File: src/rtl/posit_pkg.sv
// rtl/posit_pkg.sv - shared constants and decode record for the posit to binary32 converter
package posit_pkg;

  localparam int          FP32_BIAS = 127;
  localparam logic [31:0] FP32_QNAN = 32'h7FC0_0000;

  // k is a two's complement regime value; e is zero-extended when ES < 2
  typedef struct packed {
    logic        sign;
    logic        zero;
    logic        nar;
    logic [5:0]  k;
    logic [1:0]  e;
    logic [22:0] frac;
  } decode_t;

endpackage

File: src/rtl/posit_regime_decode.sv
// rtl/posit_regime_decode.sv - leading-run counter turning a posit body into regime value k and run length
module posit_regime_decode #(
  parameter int N = 16
) (
  input  logic [N-2:0]      body,
  output logic signed [5:0] k,
  output logic [4:0]        run
);

  logic lead;
  logic stop;

  assign lead = body[N-2];

  always_comb begin
    run  = '0;
    stop = 1'b0;
    for (int i = N - 2; i >= 0; i--) begin
      if (!stop && (body[i] == lead)) begin
        run = run + 5'd1;
      end else begin
        stop = 1'b1;
      end
    end
    k = lead ? ($signed({1'b0, run}) - 6'sd1) : -$signed({1'b0, run});
  end

endmodule

File: src/rtl/posit_to_fp32_pipe.sv
// rtl/posit_to_fp32_pipe.sv - two-stage valid/ready pipeline converting posit<N,ES> to exact binary32
module posit_to_fp32_pipe
  import posit_pkg::*;
#(
  parameter int N     = 16,
  parameter int ES    = 1,
  parameter int TAG_W = 4
) (
  input  logic             clk,
  input  logic             rst_n,
  input  logic             in_valid,
  output logic             in_ready,
  input  logic [N-1:0]     in_posit,
  input  logic [TAG_W-1:0] in_tag,
  output logic             out_valid,
  input  logic             out_ready,
  output logic [31:0]      out_fp32,
  output logic             out_zero,
  output logic             out_nar,
  output logic [TAG_W-1:0] out_tag
);

  generate
    if (N < 8 || N > 24 || ES < 0 || ES > 2 || TAG_W < 1) begin : g_param_check
      $error("posit_to_fp32_pipe: N must be 8..24, ES 0..2, TAG_W >= 1");
    end
  endgenerate

  logic             sign;
  logic [N-2:0]     body;
  logic [N-2:0]     tail;
  logic signed [5:0] k;
  logic [4:0]       run;
  logic [1:0]       e;
  logic [22:0]      frac;
  decode_t          d_in;

  logic             s1_v;
  decode_t          s1_d;
  logic [TAG_W-1:0] s1_tag;
  logic             s2_v;
  logic             s1_en;
  logic             s2_en;
  logic [7:0]       biased;
  logic [31:0]      fp_next;

  // Decode: NaR negation is harmless here because the nar flag overrides the result.
  assign sign = in_posit[N-1];
  assign body = sign ? -in_posit[N-2:0] : in_posit[N-2:0];

  posit_regime_decode #(.N(N)) u_regime (
    .body (body),
    .k    (k),
    .run  (run)
  );

  // Drop the run plus its terminator; a full-length run shifts everything out.
  assign tail = body << (run + 5'd1);

  generate
    if (ES == 0) begin : g_no_exp
      assign e = 2'b00;
    end else begin : g_exp
      assign e = 2'(tail[N-2 -: ES]);
    end
  endgenerate

  assign frac = 23'(tail[N-2-ES:0]) << (24 - N + ES);

  always_comb begin
    d_in      = '0;
    d_in.sign = sign;
    d_in.zero = (in_posit == '0);
    d_in.nar  = sign && (in_posit[N-2:0] == '0);
    d_in.k    = k;
    d_in.e    = e;
    d_in.frac = frac;
  end

  assign s2_en    = !s2_v || out_ready;
  assign s1_en    = !s1_v || s2_en;
  assign in_ready = s1_en;

  always_ff @(posedge clk or negedge rst_n) begin
    if (!rst_n) begin
      s1_v   <= 1'b0;
      s1_d   <= '0;
      s1_tag <= '0;
    end else if (s1_en) begin
      s1_v <= in_valid;
      if (in_valid) begin
        s1_d   <= d_in;
        s1_tag <= in_tag;
      end
    end
  end

  // Exponent fits 1..254 for every legal N/ES, so the low 8 bits of the sum are exact.
  assign biased = ({{2{s1_d.k[5]}}, s1_d.k} << ES) + {6'b0, s1_d.e} + 8'(FP32_BIAS);

  always_comb begin
    fp_next = {s1_d.sign, biased, s1_d.frac};
    if (s1_d.nar) begin
      fp_next = FP32_QNAN;
    end else if (s1_d.zero) begin
      fp_next = 32'h0000_0000;
    end
  end

  always_ff @(posedge clk or negedge rst_n) begin
    if (!rst_n) begin
      s2_v     <= 1'b0;
      out_fp32 <= '0;
      out_zero <= 1'b0;
      out_nar  <= 1'b0;
      out_tag  <= '0;
    end else if (s2_en) begin
      s2_v <= s1_v;
      if (s1_v) begin
        out_fp32 <= fp_next;
        out_zero <= s1_d.zero;
        out_nar  <= s1_d.nar;
        out_tag  <= s1_tag;
      end
    end
  end

  assign out_valid = s2_v;

endmodule
File: config.mk
export PLATFORM = sky130hd
export DESIGN_NAME = posit_to_fp32_pipe
export DESIGN_NICKNAME = d
export VERILOG_FILES = /design/src/rtl/posit_pkg.sv /design/src/rtl/posit_regime_decode.sv /design/src/rtl/posit_to_fp32_pipe.sv
export SDC_FILE = /design/constraint.sdc
export NUM_CORES = 1
export LEC_CHECK = 0
export ABC_AREA = 0
export ABC_CLOCK_PERIOD_IN_PS = 1490
export CAP_MARGIN = 15
export CORE_MARGIN = 5
export CORE_UTILIZATION = 51
export DETAILED_ROUTE_END_ITERATION = 7
export GPL_ROUTABILITY_DRIVEN = 0
export PLACE_DENSITY = 0.73
export SLEW_MARGIN = 20
export SYNTH_ARGS = -nofsm -noshare
export SYNTH_HDL_FRONTEND = slang
export SYNTH_HIERARCHICAL = 1
export SYNTH_SLANG_ARGS = --single-unit
File: constraint.sdc
create_clock -name clk -period 1.49 [get_ports clk]
set_input_delay 0.298 -clock clk [delete_from_list [all_inputs] [get_ports clk]]
set_output_delay 0.298 -clock clk [all_outputs]
set_load 0.02 [all_outputs]
# [Yosys cells after proc, flatten, opt, wreduce, memory -nomap -nowiden]
# Index checks and enable logic that the tools add are counted.
[word_totals] regBits=68 word_cells=112 output_inout_bits=40 inputBits=24
[op_classes] add_sub_neg=19 n_reduce_logical=34 n_eq_ne=14 n_shift=1 mux=31
[op_table] cell="$add 5x1->5 const B" count=13
[op_table] cell="$mux 5" count=13
[op_table] cell="$mux 32" count=2
[op_table] cell="$logic_not 16->1" count=1
[op_table] cell="$logic_not 15->1" count=1
[op_table] cell="$mux 15" count=1
[op_table] cell="$neg 15->15" count=1
[op_table] cell="$shl 15x5->15" count=1
[op_table] cell="$eq 1x1->1" count=14
[op_table] cell="$logic_and 1x1->1" count=14
[op_table] cell="$logic_not 1->1" count=14
[op_table] cell="$mux 1" count=13
[op_table] cell="$add 7x2->8" count=1
[op_table] cell="$add 8x7->8 const B" count=1
[op_table] cell="$mux 6" count=1
[op_table] cell="$neg 5->6" count=1
[op_table] cell="$sub 5x1->6 const B" count=1
[op_table] cell="$reduce_and 2->1" count=2
[op_table] cell="$add 2x1->3 const B" count=1
[op_table] cell="$logic_or 1x1->1" count=2
[op_table] cell="$mux 2" count=1

# [Depth between registers and ports, before layout]
[logic_depth] word_depth=43 ltp_mapped=46 depth_no_buf=44

# [Hierarchy]
# Netlist, hierarchy kept.
[modules_own_cells] module="posit_to_fp32_pipe" area_each_um2=3619.7 n_inst=1 seq_area_each_um2=1476.4 cells_per_inst=396
[modules_own_cells] module="posit_regime_decode" area_each_um2=1376.3 n_inst=1 seq_area_each_um2=0.0 cells_per_inst=196

# [Least setup slack after synthesis]
# No wires, ideal clock.
[synth_timing] kind="input to register" from="input in_posit[0]" to="register s1_d[12] (netlist name)" cell_stages=43 path_buffers=5 setup_ns=0.122 path_slack_ns=-7.336 required_ns=1.368 t_arrival_ns=8.705 path_cell_list="inv_1 > ha_1 > or3b_1 > o41ai_2 > xnor2_1 > buf_6 > buf_4 > buf_1 > nor2_1 > a21boi_0 > or2_2 > ha_1 > o21a_1 > ha_1 > nand4_1 > nand2_1 > ha_1 > nor2_1 > [... 7 more ...] > ha_1 > inv_1 > a221oi_1 > a21oi_1 > inv_1 > ha_1 > mux2_2 > ha_1 > mux2i_1 > mux2i_1 > ha_1 > mux2_2 > ha_1 > clkbuf_1 > inv_1 > clkbuf_1 > mux2_2 > a32o_1"
[synth_between] elab_chain_cells=43 elab_cells_between_ends=83 classes_between="add/sub (15); eq/ne (14); shift (1); mux (28); reduce/logical (25)"
[synth_lines] element="start, declared" line_no="posit_to_fp32_pipe.sv:13" rtl="input logic [N-1:0] in_posit,"
[synth_lines] element="$neg 15->15 (*)" line_no="posit_to_fp32_pipe.sv:49" rtl="assign body = sign ? -in_posit[N-2:0] : in_posit[N-2:0];"
[synth_lines] element="$mux 15 (*)" line_no="posit_to_fp32_pipe.sv:49"
[synth_lines] element="named net body[14]" line_no="posit_to_fp32_pipe.sv:30" rtl="logic [N-2:0] body;"
[synth_lines] element="branches (longest 38 deep; another with $add 5x1->5)"
[synth_lines] element="$mux 5 (*)" line_no="posit_regime_decode.sv:19" rtl="if (!stop && (body[i] == lead)) begin"
[synth_lines] element="named net run[1]" line_no="posit_to_fp32_pipe.sv:33" rtl="logic [4:0] run;"
[synth_lines] element="$add 5x1->5 (*)" line_no="posit_to_fp32_pipe.sv:58" rtl="assign tail = body << (run + 5'd1);"
[synth_lines] element="$shl 15x5->15 (*)" line_no="posit_to_fp32_pipe.sv:58"
[synth_lines] element="end signal, assigned" line_no="posit_to_fp32_pipe.sv:92" rtl="s1_d <= d_in;"
[synth_lines] element="end, declared" line_no="posit_to_fp32_pipe.sv:39" rtl="decode_t s1_d;"
# Mark *: on every way through the listed nets, which the timed path passes.
# A chain may end at the register's enable or synchronous reset.

# [Worst setup path in the final report]
[layout_timing] from="input in_posit[5]" to="register s1_d[20] (netlist name)"
[layout_between] elab_cells_between_ends=83 classes_between="add/sub (15); eq/ne (14); shift (1); mux (28); reduce/logical (25)"
[layout_lines] element="$neg 15->15 (*)" line_no="posit_to_fp32_pipe.sv:49"
[layout_lines] element="$mux 15 (*)" line_no="posit_to_fp32_pipe.sv:49"
[layout_lines] element="named net body[9]" line_no="posit_to_fp32_pipe.sv:30"
[layout_lines] element="$eq 1x1->1 (*)" line_no="posit_regime_decode.sv:19"
[layout_lines] element="$logic_and 1x1->1 (*)" line_no="posit_regime_decode.sv:19"
[layout_lines] element="branches (longest 27 deep; another with $add 5x1->5)"
[layout_lines] element="$mux 5 (*)" line_no="posit_regime_decode.sv:19"
[layout_lines] element="named net run[4]" line_no="posit_to_fp32_pipe.sv:33"
[layout_lines] element="$add 5x1->5 (*)" line_no="posit_to_fp32_pipe.sv:58"
[layout_lines] element="$shl 15x5->15 (*)" line_no="posit_to_fp32_pipe.sv:58"
# Marked as above.

==> metrics.yaml <==
status: "finished with violations"
failed_checks: "negative setup slack"
crit_slowest_cell: "or4_4"
final_common_cell: "buf_4"
hold_violations: 0
sw_frac_of_total: 0.4078
cts_tree: "done"
synth_edf_count: 0
fin_ws_ps: -6731
drt_iter0_drc: 403
pwr-share-clk: 0.164
startpoint_type: "input pin"
comb_power_share: 0.577
yosys_warnings: 6
drc: 0
antenna_found_initial: 0
report.final.setup_viol: 27
clkSlewWorstSetupHoldPaths_ps: 70
worst_skew_pair.late_latency_ps: 340
ys_ff_latch: 59
slew_viol_final: 0
clkSinkCount: 59
io_buffers: 54
vias_per_cell: 6.002
drtPass1Iterations: 5
initial_utilization: 0.5159
post-route-util: 0.8621
grtUsageTotal: 0.2906
synth_top_flop_cell: "dfrtp_1"
cpMostUsedCell: "ha_4"
worstSetupEndpointType: "flip-flop"
layout.cells.non_filler: 993
crit_required_ps: 1740
overflow: 0
powerDensity_nw_per_um2: 1157
drive_above_1_share: 0.4767
grt_pass1_wl_mm: 27.34
synth-seq-area-share: 0.2955
power_leakage_uw: 0.003772
ant_nets: 0
rows: 36
dieArea_um2: 11880
place_hpwl_mm: 11.57
route.vias.total: 5960
cap_violations: 0
wl_mm: 20.07
p_sw_uw: 3941
crit_path_max_fanout: 8
fill_cells: 499
synth_cell_types: 88
seq_area_um2: 1478
die_x_um: 109.0
ios: 64
worstMarginPinSlew_ps: 722.6
irDropWorstVdd_mv: 0.8970
n_antenna_cell: 0
syn_avg_cell_area_um2: 8.439
fin_crit_sh: 5.518
core_um2: 9684
synth_area_um2: 4996
synthCells: 592
rsz0062_at_grt: "yes"
ctsHtreeMaxLevel: 3
clockRootBuffer: "clkbuf_8"
dpl.cell_count: 928
final_cell_mix: "buf_4 (206), nand2_1 (69), dfrtp_1 (58)"
async_reset_ff_frac: 1.000
critPathMaxStageDelay_ps: 650
p_seq_frac: 0.259
numCtsBuffers: 9
syn_to_final_growth_pct: 67.12
worstSetupPathType: "input pin to flip-flop"
max-slew-margin-rel: 0.5167
intPower_uw: 5722
fin_crit_ps: 8221
fmax_mhz: 121.6
grt_pass1_vias: 5721
nets: 894
routedWlPerCell_um: 20.21
hold_path.class: "input pin to asynchronous set/reset pin"
critical_path_arrival_ps: 8470
grt_max_degree: 34
clk_path_buf_depth: 2
multi_input_area_um2: 4049
dieHeight_um: 109.0
fin_skew_ps: 9.922
[registers in the layout, summed over array words and instances, names as in the netlist]
signal	flops
s1_tag	4
out_fp32	23
s1_d	24
out_zero	1
out_valid	1
out_nar	1
out_tag	4
s1_v	1
[cell families (layout without fill, tap and decap cells)]
kind of cell,Yosys count,in the layout,share of synthesized area
flip-flops,59,59,0.2955
other,1,9,0.0007506
buffers and inverters,67,327,0.06261
AO/OA/AOI/OAI,158,158,0.2322
AND/OR/NAND/NOR,218,218,0.2174
XOR/XNOR,45,45,0.08189
adder cells (fa/ha/maj),15,15,0.03682
multiplexers,29,29,0.07288
[power groups by stage]
stage	Sequential [uW]	Combinational [uW]	Clock (uW)
after detailed placement	2500	4600	0
after global routing	2560	5910	1680
final	2500	5570	1590
after floorplan	2770	2380	0
after CTS	2460	4830	1590
after global placement	2470	4450	0
[metal layers]
| layer | wire length [um] | GRT usage |
|---|---|---|
| met1 | 6953 | 0.3257 |
| met2 | 10150 | 0.5329 |
| met3 | 1338 | 0.03671 |
| met4 | 1629 | 0.1533 |
| met5 | 0 | 0 |
[what timing repair did]
item                                   4_1_cts  5_1_grt
pin swaps                                   40       49
gates resized for setup                    128      106
setup endpoints to repair                   56       32
setup buffers                               36       18
hold buffers                                 1        0
endpoints found under the hold margin       14        0
[layout make-up]
type / count / share of cell area
timing repair buffer: 284 / 0.2780
multi-input combinational: 474 / 0.4849
sequential: 59 / 0.1770
clock buffer: 10 / 0.01648
tap: 133 / 0.01993
clock inverter: 4 / 0.009141
inverter: 29 / 0.01454
[cells in the mapped netlist (all sizes together) (12+ instances only)]
| cell | count | share of area |
|---|---|---|
| a21oi | 26 | 0.027 |
| xnor2 | 25 | 0.045 |
| mux2 | 19 | 0.043 |
| dfrtp | 59 | 0.30 |
| nor2 | 37 | 0.028 |
| nand2 | 82 | 0.062 |
| clkbuf | 20 | 0.015 |
| xor2 | 20 | 0.037 |
| o31ai | 12 | 0.019 |
| inv | 28 | 0.021 |
| o21ai | 42 | 0.042 |
| ha | 13 | 0.033 |
| buf | 18 | 0.026 |
| nor3 | 20 | 0.023 |
[critical path, delay by kind of cell]
family	cells	cell delay [ps]
AOI/OAI and AO/OA	11	1950
xor gates and xnor gates	2	380
adders and majority gates	9	2290
buffers and inverters	8	1000
muxes	3	620
and+or+nand+nor	13	1910
[metrics by stage]
| stage | cell area (um2) | hold slack (ps) | worst slack [ps] | total power, uW | setup TNS [ps] |
|---|---|---|---|---|---|
| finish | 8349 | 403.7 | -6731 | 9663 | -133830 |
| global route | 8349 | 425.6 | -6885 | 10160 | -137480 |
| CTS | 7819 | 379.3 | -6389 | 8880 | -128310 |
| detailed placement | 7123 | 238.0 | -7381 | 7101 | -154340 |
| global placement | 7123 | 226.1 | -7062 | 6921 | -147820 |
| floorplan | 5310 | 2.409 | -6452 | 5153 | -128250 |
[final timing paths]
check / startpoint / slack, ps / endpoint / cells past startpoint
max: in_posit[5] / -6730 / s1_d[20] / 46
min: rst_n / 400 / out_fp32[16] / 2
max reg2reg: out_valid / -250 / s1_d[20] / 7
min reg2reg: out_fp32[12] / 470 / out_fp32[12] / 2
max in group asynchronous: rst_n / 570 / out_valid / 3
min in group clk: out_ready / 410 / out_valid / 3
No activity file was read; power rests on OpenSTA's default activity.
